## src/rtl/lm_sm_sequencer_pkg.sv

```systemverilog
// lm_sm_sequencer_pkg: shared widths, FSM state and op encodings for the LM/SM sequencer.
package lm_sm_sequencer_pkg;
    localparam int ADDR_W = 16;
    localparam int DATA_W = 16;
    localparam int NREGS  = 8;
    localparam int IDX_W  = 3;
    typedef enum logic [1:0] {
        S_IDLE = 2'd0,
        S_RUN  = 2'd1,
        S_DONE = 2'd2
    } state_e;
    typedef enum logic {
        OP_LM = 1'b0,
        OP_SM = 1'b1
    } op_e;
endpackage

```

## src/rtl/lm_sm_sequencer_lowbit_enc8.sv

```systemverilog
// lowbit_enc8: combinational 8-to-3 lowest-set-bit priority encoder with valid flag.
module lowbit_enc8
    import lm_sm_sequencer_pkg::*;
(
    input  logic [NREGS-1:0] in_i,
    output logic [IDX_W-1:0] idx_o,
    output logic             valid_o
);
    always_comb begin
        idx_o   = in_i[0] ? 3'd0 :
                  in_i[1] ? 3'd1 :
                  in_i[2] ? 3'd2 :
                  in_i[3] ? 3'd3 :
                  in_i[4] ? 3'd4 :
                  in_i[5] ? 3'd5 :
                  in_i[6] ? 3'd6 :
                  in_i[7] ? 3'd7 : 3'd0;
        valid_o = |in_i;
    end
endmodule

```

## src/rtl/lm_sm_sequencer.sv

```systemverilog
// lm_sm_sequencer: expands one LM/SM into one memory access per set mask bit at
// consecutive addresses, driving the data memory and register file directly.
module lm_sm_sequencer
    import lm_sm_sequencer_pkg::*;
(
    input  logic              clk,
    input  logic              Reset,
    input  logic              start,
    input  logic              is_store,
    input  logic [ADDR_W-1:0] base_addr,
    input  logic [NREGS-1:0]  reg_mask,
    input  logic [DATA_W-1:0] rf_read_data,
    input  logic [DATA_W-1:0] mem_read_data,
    output logic [IDX_W-1:0]  rf_read_sel,
    output logic              rf_write_en,
    output logic [IDX_W-1:0]  rf_write_sel,
    output logic [DATA_W-1:0] rf_write_data,
    output logic [ADDR_W-1:0] mem_addr,
    output logic [DATA_W-1:0] mem_write_data,
    output logic              mem_write_read,
    output logic              busy,
    output logic              done
);
    state_e            state_q, state_d;
    op_e               op_q, op_d;
    logic [ADDR_W-1:0] addr_q, addr_d;
    logic [NREGS-1:0]  mask_q, mask_d;
    logic [IDX_W-1:0]  idx;
    logic              idx_valid;
    logic              act, sm_act, lm_act;

    lowbit_enc8 u_enc (
        .in_i    (mask_q),
        .idx_o   (idx),
        .valid_o (idx_valid)
    );

    always_ff @(posedge clk) begin
        if (Reset) begin
            state_q <= S_IDLE;
            op_q    <= OP_LM;
            addr_q  <= '0;
            mask_q  <= '0;
        end else begin
            state_q <= state_d;
            op_q    <= op_d;
            addr_q  <= addr_d;
            mask_q  <= mask_d;
        end
    end

    always_comb begin
        state_d = state_q;
        op_d    = op_q;
        addr_d  = addr_q;
        mask_d  = mask_q;
        case (state_q)
            S_IDLE: if (start) begin
                op_d    = op_e'(is_store);
                addr_d  = base_addr;
                mask_d  = reg_mask;
                state_d = |reg_mask ? S_RUN : S_DONE;
            end
            S_RUN: begin
                // clearing the lowest set bit retires the register just transferred
                mask_d  = mask_q & (mask_q - 1'b1);
                addr_d  = addr_q + 1'b1;
                state_d = |mask_d ? S_RUN : S_DONE;
            end
            default: state_d = S_IDLE;
        endcase
    end

    always_comb begin
        act            = (state_q == S_RUN) && idx_valid;
        sm_act         = act && (op_q == OP_SM);
        lm_act         = act && (op_q == OP_LM);
        rf_read_sel    = act ? idx : '0;
        rf_write_sel   = act ? idx : '0;
        rf_write_en    = lm_act;
        rf_write_data  = lm_act ? mem_read_data : '0;
        mem_addr       = addr_q;
        mem_write_data = sm_act ? rf_read_data : '0;
        mem_write_read = sm_act;
        busy           = state_q != S_IDLE;
        done           = state_q == S_DONE;
    end
endmodule

```

## config.mk

```make
export PLATFORM = sky130hd
export DESIGN_NAME = lm_sm_sequencer
export DESIGN_NICKNAME = d
export VERILOG_FILES = /design/src/rtl/lm_sm_sequencer_pkg.sv /design/src/rtl/lm_sm_sequencer_lowbit_enc8.sv /design/src/rtl/lm_sm_sequencer.sv
export SDC_FILE = /design/constraint.sdc
export NUM_CORES = 1
export LEC_CHECK = 0
export BUFFER_PORTS_ARGS = -buffer_cell sky130_fd_sc_hd__buf_2
export CAP_MARGIN = 25
export CORE_MARGIN = 4
export CORE_UTILIZATION = 39
export DETAILED_ROUTE_END_ITERATION = 10
export PLACE_DENSITY = 0.84
export SLEW_MARGIN = 20
export SYNTH_ARGS = -nofsm -noshare
export SYNTH_HDL_FRONTEND = slang
export SYNTH_SLANG_ARGS = --single-unit
```

## constraint.sdc

```tcl
create_clock -name clk -period 3.05 [get_ports clk]
set_input_delay 0.61 -clock clk [delete_from_list [all_inputs] [get_ports clk]]
set_output_delay 0.61 -clock clk [all_outputs]
set_load 0.05 [all_outputs]
```

After elaboration in Yosys (flattened, before gate mapping)
Cells that the tools add are included.
{"block": "totals", "ff_bits": 27, "elab_cells": 41, "output_inout_bits": 58, "in_bits": 60}
{"block": "op_classes", "reduce_logical": 11, "n_mux": 19, "addsub": 2, "bitwise_logic": 2, "eq_ne": 3}
{"cell": "16-bit two-way mux", "count": 3}
{"cell": "16-bit one-hot mux with 2 select lines", "count": 1}
{"cell": "3-bit two-way mux", "count": 9}
{"cell": "8-bit OR reduction", "count": 3}
{"cell": "16-bit by 1-bit adder with 16-bit output (second input constant)", "count": 1}
{"cell": "8-bit one-hot mux with 2 select lines", "count": 1}
{"cell": "8-bit bitwise AND", "count": 1}
{"cell": "8-bit two-way mux", "count": 1}
{"cell": "8-bit by 1-bit subtractor with 8-bit output (second input constant)", "count": 1}
{"cell": "2-bit two-way mux", "count": 3}
{"cell": "2-bit one-hot mux with 2 select lines", "count": 1}
{"cell": "2-bit AND reduction", "count": 2}
{"cell": "2-bit nonzero test", "count": 2}
{"cell": "1-bit logical AND", "count": 3}
{"cell": "2-bit by 1-bit == test with 1-bit output (second input constant)", "count": 1}
{"cell": "2-bit == test (second input constant)", "count": 1}
{"cell": "2-bit logical NOT", "count": 1}
{"cell": "2-bit != test (second input constant)", "count": 1}
{"cell": "1-bit NOT", "count": 1}

Logic depth before layout (Yosys ltp)
Gate-level depths: netlist (run 1).
{"block": "depth", "ltp_word": 9, "mapped_depth": 6, "ltp_nobuf": 5}

Hierarchy
From an unflattened synthesis (run 1), not the netlist that was laid out.
{"block": "hier_totals", "cells_unflattened": 240, "hier_area_um2": 1891.8}
{"module": "lm_sm_sequencer", "cells_each": 227, "seq_area_each_um2": 540.5, "instances": 1, "area_per_inst_um2": 1810.5}
{"module": "lowbit_enc8", "cells_each": 13, "seq_area_each_um2": 0.0, "instances": 1, "area_per_inst_um2": 81.3}

Worst setup path after synthesis (run 1)
No wires, ideal clock.
{"block": "synth_timing", "path_type": "reg-to-output", "from": "register state_q[0]", "to": "output port rf_write_sel[1]", "n_path_buf": 1, "stages_incl_launch_ff": 5, "slack_ns": -0.454, "t_required_ns": 2.440, "t_arrival_ns": 2.894, "path_cell_list": "dfxtp_1 nor2b_1 o41ai_4 nor4_1 buf_4"}
{"block": "synth_between", "elab_chain_cells": 3}
{"item": "from (decl)", "line": "lm_sm_sequencer.sv:24", "source": "state_e state_q, state_d;"}
{"item": "from (signal assigned)", "line": "lm_sm_sequencer.sv:45", "source": "state_q <= state_d;"}
{"item": "2-bit by 1-bit == test with 1-bit output", "line": "lm_sm_sequencer.sv:75", "source": "act = (state_q == S_RUN) && idx_valid;"}
{"item": "1-bit logical AND", "line": "lm_sm_sequencer.sv:75"}
{"item": "3-bit two-way mux"}
{"item": "to (decl)", "line": "lm_sm_sequencer.sv:16", "source": "output logic [IDX_W-1:0] rf_write_sel,"}
No other way between the ends.

Final worst setup path (run 1)
{"block": "layout_timing", "from": "register mask_q[1]", "to": "output port rf_write_data[15]"}
{"block": "layout_between", "elab_chain_cells": 4}
{"item": "from (decl)", "line": "lm_sm_sequencer.sv:27", "source": "logic [NREGS-1:0] mask_q, mask_d;"}
{"item": "from (signal assigned)", "line": "lm_sm_sequencer.sv:48", "source": "mask_q <= mask_d;"}
{"item": "8-bit OR reduction", "line": "lm_sm_sequencer_lowbit_enc8.sv:18", "source": "valid_o = |in_i;"}
{"item": "1-bit logical AND", "line": "lm_sm_sequencer.sv:75"}
{"item": "1-bit logical AND", "line": "lm_sm_sequencer.sv:77", "source": "lm_act = act && (op_q == OP_LM);"}
{"item": "16-bit two-way mux", "line": "lm_sm_sequencer.sv:81", "source": "rf_write_data = lm_act ? mem_read_data : '0;"}
{"item": "to (decl)", "line": "lm_sm_sequencer.sv:17", "source": "output logic [DATA_W-1:0] rf_write_data,"}
No other way between the ends.

==> summary by stage, run 1 <==
Layout
The area of all placed cells without fillers is 0.00264 mm2. Measured on the finished design, the core utilization comes to 0.543. The filler cells instantiated in the layout total 468. Of the cells placed in the final design, the portion with a size suffix greater than 1 is 0.472. The relative area change from synthesis to final layout is 31.9%. The number of antenna diodes in the final layout is 0. The layout net count is 416.

Power
Power spread over the standard cell area amounts to 528 mW/mm2. The analysis attributes to cell leakage a power of 1.27 nW. The highest ir drop seen on vdd is 295 uV.

CTS
The CTS H-tree depth is 1. The number of sinks handled by clock tree synthesis is 27. The clock insertion delay at the later pin of the skew report is 0.27 ns. The root buffer cell chosen for the clock tree is sky130_fd_sc_hd__clkbuf_8.

Counting along the longest clock path gives a buffer depth of 2. TritonCTS created 3 clock buffers. The clock tree from TritonCTS is yes. Once the clock tree was built, the resizer swapped 0 gates to a different size. The clock edge transition at the registers on the reported setup and hold paths is 0.09 ns.

STA
For the final database, setup skew stands at 0.00369 ns. For the final routed database, the setup TNS stands at 0 ns. The relative slew slack is 0.579. The final-report max-slew violation count came to 0. The slew of the pin with the lowest slew margin is 0.626 ns. The post-route fraction of the period consumed by the critical path is 0.921. The number of hold violations in the final report is 0. Setup violations remaining at the end of the flow were counted as 0. The minimum clock period after layout is 2.81 ns.

The final critical-path setup slack is 0.240 ns. Derived from the worst setup path, the maximum achievable clock frequency is 356 MHz. Setup repair after global routing left no endpoint under its margin.

Detailed routing
The total via count in the routed design is 2337. The final layout contains routed wiring with a total length of 6390 um. The number of iterations in the first detailed-routing pass is 4. The number of vias per cell after detailed routing is 5.55. The detailed router's first-iteration violation count is 114. The number of remaining DRC errors is 0. Dividing the detail-routed wire length by the instance count gives 15.2 um.

In this run the remaining antenna-violating nets after routing total 0.

Critical path
The critical path start-end classification is register to primary output. Data on the critical path is required at its endpoint by 2.44 ns. The critical path startpoint category is a register. STA classifies the critical path endpoint as a primary output. The peak fanout along the critical path is 17. The critical path arrival is 2.20 ns.

Yosys
The netlist area before placement is 0.00200 mm2. The commonest cells after synthesis are sky130_fd_sc_hd__dfxtp_1, sky130_fd_sc_hd__nor2_1, sky130_fd_sc_hd__and2_4, sky130_fd_sc_hd__clkbuf_1, sky130_fd_sc_hd__and2_2. The fraction of the mapped netlist area in compound gates was 0.276.

The post-synthesis cell count is 252. The mux contribution to synthesized area is 0.00501. After synthesis, the cell types taking the most area are sky130_fd_sc_hd__dfxtp_1, sky130_fd_sc_hd__and2_4, sky130_fd_sc_hd__and2_2. In this run, synthesis inferred 0 flip-flops with an integrated enable. The parity-gate share of the synthesized area counting xor and xnor cells is 0.00877. By instance count, the leading cell after synthesis is sky130_fd_sc_hd__dfxtp_1. Of the total synthesized cell area, the portion taken by AND, OR, NAND and NOR gates is 0.349. After synthesis, the largest family of logic cells by area is simple AND/OR/NAND/NOR gates.

The synthesis warning total is 0. The leading register cell type out of synthesis is sky130_fd_sc_hd__dfxtp_1. The most area-hungry cell type in the Yosys netlist is sky130_fd_sc_hd__dfxtp_1. The top-area cell type share of the netlist area is 0.271. The register bit total from synthesis is 27. The number of nets in the synthesized netlist is 313.

The share of flip-flops with an asynchronous set or reset is 0. Of the total synthesized cell area, the portion taken by full adders, half adders and majority gates is 0.0163. Each instance of the synthesized netlist takes up on average 7.93 um2. The share of the yosys chip area belonging to registers is 0.271.

The count of cell types in the netlist is 53.

Global route
The first global-routing pass estimated 9740 um of wire. The initial antenna violation count came to 0. The global-route congestion overflow total is 0. The number of global-route vias before repair is 2083. Entering global routing, the biggest net connects 33 pins.

The aggregate global-route resource usage is 0.189.

Placement
The routability congestion estimate is 0.900. The post-place setup slack is 0.309 ns. In this run the cell area measured after placement is 0.00257 mm2. Summed over all nets, the half-perimeter wirelength after detailed placement is 4860 um. The count of buffers added on input and output ports is 117.

Die
The die width is 79.6 um. The die height is 79.6 um. The I/O pin count is 118.

The number of standard-cell rows in the floorplan is 25. The die area is 0.00633 mm2. The area inside the core boundary is 0.00485 mm2. The starting density of the core is 0.412.

Hold path
The class of the tightest hold or removal check is register to register.

Run status
The flow ran to the end, and the final reports show no timing, DRC or antenna violations.

Job
The number of violations of the max-capacitance limit is 0.
## layout make-up
type	count	area, um2	share of cell area
flip-flops and latches	27	541	0.205
inverters	5	18.8	0.00712
multi-input cells	195	1320	0.500
well taps	67	83.8	0.0318
clock buffers	4	45.0	0.0171
repair buffers	123	631	0.239
## path summary, 6_finish.rpt
check / slack (ns) / from / cells after the start / to
setup / recovery: 0.24 / mask_q[1] / 6 / rf_write_data[15]
hold / removal: 0.51 / op_q / 2 / op_q
setup reg to reg: 1.06 / mask_q[1] / 4 / state_q[0]
hold reg to reg: 0.51 / op_q / 2 / op_q
## metal layers
metal	vias up	global-route usage	wire, um	share of wire
met5	-	0	0	0
met4	0	0.0395	59	0.0092
met2	124	0.346	3070	0.48
met3	8	0.0440	681	0.11
li1	1134	-	-	-
met1	1071	0.221	2580	0.40
## flip-flops by register name, summed over array words and instances (netlist names)
name      count
op_q          1
mask_q        8
state_q       2
mem_addr     16
## power breakdown
group / leakage (nW) / internal [mW] / switching (mW)
combinational: 1.02 / 0.226 / 0.474
clock: 0.0228 / 0.0936 / 0.114
sequential: 0.224 / 0.404 / 0.0798
## critical path, cell delays in order (launching register included)
cell	delay, ns
sky130_fd_sc_hd__dfxtp_1	0.43
sky130_fd_sc_hd__or4_4	0.61
sky130_fd_sc_hd__o41ai_4	0.22
sky130_fd_sc_hd__buf_4	0.20
sky130_fd_sc_hd__nor2_4	0.08
sky130_fd_sc_hd__and2_2	0.20
sky130_fd_sc_hd__buf_2	0.21
## cells by family after synthesis
family / count (synthesis)
AOI/OAI and AO/OA: 75
xor gates and xnor gates: 2
and+or+nand+nor: 114
muxes: 1
adders and majority gates: 3
buffers and inverters: 30
DFF: 27
## through the flow
step | hold WS [ns] | power, mW | cells
global route | 0.545 | 1.47 | 421
global placement | 0.496 | 1.17 | 415
detailed placement | 0.503 | 1.18 | 415
finish | 0.511 | 1.39 | 421
CTS | 0.518 | 1.39 | 419
floorplan | 0.475 | 1.02 | 252
## what timing repair did
item / 4_1_cts / 5_1_grt
endpoints found under the hold margin: 0 / 0
setup buffers: 0 / 2
setup endpoints to repair: 0 / 32
hold buffers: 0 / 0
## cells in the final DEF, fill, tap and decap left out, types with 2 or more instances in the layout
| master | synthesis | final |
|---|---|---|
| sky130_fd_sc_hd__a2111oi_0 | 3 | 3 |
| sky130_fd_sc_hd__a211oi_1 | 13 | 13 |
| sky130_fd_sc_hd__a21o_1 | 2 | 2 |
| sky130_fd_sc_hd__a21oi_1 | 13 | 13 |
| sky130_fd_sc_hd__a221oi_1 | 2 | 2 |
| sky130_fd_sc_hd__a2bb2oi_1 | 3 | 3 |
| sky130_fd_sc_hd__a311oi_1 | 3 | 3 |
| sky130_fd_sc_hd__a31oi_1 | 3 | 3 |
| sky130_fd_sc_hd__and2_2 | 14 | 14 |
| sky130_fd_sc_hd__and2_4 | 18 | 18 |
| sky130_fd_sc_hd__and3_1 | 4 | 4 |
| sky130_fd_sc_hd__buf_2 | 0 | 117 |
| sky130_fd_sc_hd__buf_4 | 3 | 6 |
| sky130_fd_sc_hd__clkbuf_8 | 0 | 3 |
| sky130_fd_sc_hd__dfxtp_1 | 27 | 27 |
| sky130_fd_sc_hd__inv_1 | 5 | 5 |
| sky130_fd_sc_hd__maj3_1 | 2 | 2 |
| sky130_fd_sc_hd__nand2_1 | 10 | 10 |
| sky130_fd_sc_hd__nand2b_1 | 2 | 2 |
| sky130_fd_sc_hd__nand3_1 | 3 | 3 |
| sky130_fd_sc_hd__nand4_1 | 6 | 6 |
| sky130_fd_sc_hd__nor2_1 | 25 | 25 |
| sky130_fd_sc_hd__nor2_4 | 2 | 2 |
| sky130_fd_sc_hd__nor2b_1 | 6 | 6 |
| sky130_fd_sc_hd__nor3_1 | 8 | 8 |
| sky130_fd_sc_hd__nor4_1 | 8 | 7 |
| sky130_fd_sc_hd__o21a_1 | 4 | 4 |
| sky130_fd_sc_hd__o21ai_0 | 8 | 8 |
| sky130_fd_sc_hd__o21bai_1 | 3 | 3 |
| sky130_fd_sc_hd__o22a_1 | 2 | 2 |
| sky130_fd_sc_hd__o22ai_1 | 4 | 4 |
| sky130_fd_sc_hd__o32ai_1 | 2 | 2 |
| sky130_fd_sc_hd__or2_2 | 2 | 2 |
| sky130_fd_sc_hd__xnor2_1 | 2 | 2 |
(Power assumes the default switching activity.)
==> run 2, diff against run 1 <==
Settings changed: RECOVER_POWER set to 100.
==> summary by stage, run 2 (synthesis gave the netlist of run 1 again) <==
Die
The die height is 79.6 um (unchanged). The number of standard-cell rows in the floorplan is 25 (unchanged). The die width is 79.6 um (unchanged).

The die area is 0.00633 mm2 (unchanged). The area inside the core boundary is 0.00485 mm2 (unchanged). The starting density of the core is 0.412 (unchanged). The I/O pin count is 118 (unchanged).

Critical path
The delay of the slowest cell on the worst path is 0.64 ns (+0.03 ns). The peak fanout along the critical path is 17 (unchanged). In this run the critical register-to-register path is captured at mask_q[7]. The required time of the critical path is 2.44 ns (about the same). The source of the worst register-to-register timing path is state_q[0]. The critical path arrival is 2.24 ns (+0.04 ns). The worst setup path is launched from a register.

The critical path start-end classification is register to primary output. The depth of the critical timing path with buffers and inverters included is 6 (unchanged). The critical path goes through or4_1 > o41ai_4 > buf_4 > nor2_4 > and2_2 > buf_2.

The buffers plus inverters on the worst setup path is 2 (unchanged). The slack of the worst reg-to-reg path is 0.90 ns (-0.16 ns). The cell family contributing the most delay on the critical path is simple AND/OR/NAND/NOR gates. The depth of the most critical reg-to-reg path is 4 (unchanged). The library cell contributing the largest single delay on the critical path is sky130_fd_sc_hd__or4_1.

The worst setup path is captured at a primary output.

STA
The final-report max-slew violation count is 0 (unchanged). The maximum clock skew at final layout is 0.00267 ns (-0.00102 ns). The relative slew slack is 0.528 (-0.0502).

The peak clock frequency supported by timing is 350 MHz (-1.6%). The minimum clock period after layout is 2.85 ns (+0.0447 ns). The setup total negative slack came to 0 ns (unchanged). The worst-case hold slack is 0.510 ns (-0.000976 ns). Setup repair after global routing left no endpoint under its margin. The number of hold violations in the final report is 0 (unchanged). The total of endpoints with negative setup slack in the final report was 0 (unchanged). The slew of the pin with the lowest slew margin is 0.707 ns (+0.0810 ns). The post-route fraction of the period consumed by the critical path came to 0.936 (+0.0146).

Hold path
The terminating pin of the worst hold path is op_q. The startpoint of the lowest-slack hold path is op_q. In this run the worst hold path is classified as register to register. The cell count of the worst hold path was 2 (unchanged).

Global route
The number of global-route vias before repair is 2083 (unchanged). The global-route congestion overflow total is 0 (unchanged). The aggregate global-route resource usage is 0.189 (unchanged). The pin count of the biggest net entering global routing is 33 (unchanged). The initial antenna violation count came to 0 (unchanged). The first-pass GRT wire length is 9740 um (unchanged).

CTS
The number of buffers on the longest clock path is 2 (unchanged). The clock tree from TritonCTS is yes. The CTS H-tree depth is 1 (unchanged). The post-CTS resize count is 0 (unchanged).

The clock insertion delay at the later pin of the skew report is 0.27 ns (about the same). The number of sinks handled by clock tree synthesis is 27 (unchanged). The buffer cell driving the clock tree root is sky130_fd_sc_hd__clkbuf_8. The clock edge transition at the registers on the reported setup and hold paths is 0.09 ns (about the same). The clock buffer count from CTS was 3 (unchanged).

Layout
The number of flip-flops under the largest register name came to 16 (unchanged). The area of combinational cells with multiple inputs is 0.00131 mm2 (-0.28%). Compared with the post-synthesis result, the final layout area differs by 30.2%. The filler cell count in the final layout is 477 (+1.9%). The final core area utilization is 0.537 (-0.00697). The layout net count is 416 (unchanged). The share of layout cells above drive strength 1 is 0.404 (-0.0678). The most frequent standard cell in the layout excluding fill and tap cells is sky130_fd_sc_hd__buf_2. The number of antenna diodes is 0 (unchanged). The top cell types in the final layout, fill and taps aside, are sky130_fd_sc_hd__buf_2, sky130_fd_sc_hd__dfxtp_1, sky130_fd_sc_hd__nor2_1. The register area is 541 um2 (unchanged).

Placement
The routability congestion estimate is 0.900 (unchanged). The number of buffers added on ports is 117 (unchanged). The detailed placement HPWL is 4860 um (unchanged).

Detailed routing
The number of remaining DRC errors is 0 (unchanged). The number of iterations in the first detailed-routing pass came to 4 (unchanged). The final wirelength was 6390 um (about the same). The detailed-route wire length per cell is 15.2 um (about the same). The remaining number of nets flagged by the antenna check after routing is 0 (unchanged). The sum of routed wire segments on met1 was 2550 um (-0.93%).

The top layer used by detailed routing is met4. The number of vias per cell after detailed routing came to 5.52 (-0.51%). The routed length on met2 is 3080 um (+0.26%). The detailed router's first-iteration violation count is 109 (-4.4%). The total via count in the routed design is 2325 (-0.51%).

The met3 wire length was 672 um (-1.3%).

Run status
The flow ran to the end, and the final reports show no timing, DRC or antenna violations.

Power
The total power density per cell area was 529 mW/mm2 (+0.12%). The highest ir drop seen on vdd is 289 uV (-1.8%). The static leakage is 1.17 nW (-7.6%).

Job
The number of violations of the max-capacitance limit is 0 (unchanged).
[run 2: worst min-delay path, stage by stage, from the launching register on]
cell and delay [ns]:
sky130_fd_sc_hd__dfxtp_1 0.35, sky130_fd_sc_hd__nand2_1 0.06, sky130_fd_sc_hd__a21oi_1 0.05
[run 2: metrics by stage]
step                      cell area (um2)  instances  setup slack (ns)  power [mW]
after floorplan                      2000        252             0.212        1.02
after global placement               2570        415             0.395        1.17
after detailed placement             2570        415             0.309        1.18
after CTS                            2620        419            0.0161        1.39
after global routing                 2600        421            0.0879        1.45
final                                2600        421             0.195        1.38
[run 2: metal layers]
| metal | vias up | global-route usage |
|---|---|---|
| li1 | 1132 | - |
| met1 | 1058 | 0.221 |
| met2 | 127 | 0.346 |
| met3 | 8 | 0.0440 |
| met4 | 0 | 0.0395 |
| met5 | - | 0 |
[run 2: worst max path at each step]
stage	startpoint	endpoint	slack, ns
final	mask_q[1]	rf_write_data[15]	0.20
after CTS	mask_q[1]	mem_write_data[0]	0.02
after global placement	mask_q[1]	mem_write_data[4]	0.40
after detailed placement	mask_q[1]	rf_write_data[15]	0.31
after floorplan	state_q[0]	rf_write_sel[1]	0.21
after global routing	mask_q[1]	rf_write_data[3]	0.09
[run 2: final cells by class]
class | count | area share
Inverter | 5 | 0.00722
Clock buffer | 4 | 0.0173
Timing Repair Buffer | 123 | 0.231
Tap cell | 67 | 0.0322
Sequential cell | 27 | 0.208
Multi-Input combinational cell | 195 | 0.505
[run 2: repair_timing]
item,4_1_cts,5_1_grt
endpoints found under the setup margin,0,32
setup buffers,0,2
hold buffers,0,0
[run 2: report_power, final]
part | total [mW] | leakage [nW] | internal [mW] | switching [mW]
Combinational | 0.685 | 0.924 | 0.209 | 0.476
Clock | 0.207 | 0.0228 | 0.0936 | 0.113
Sequential | 0.484 | 0.224 | 0.404 | 0.0799
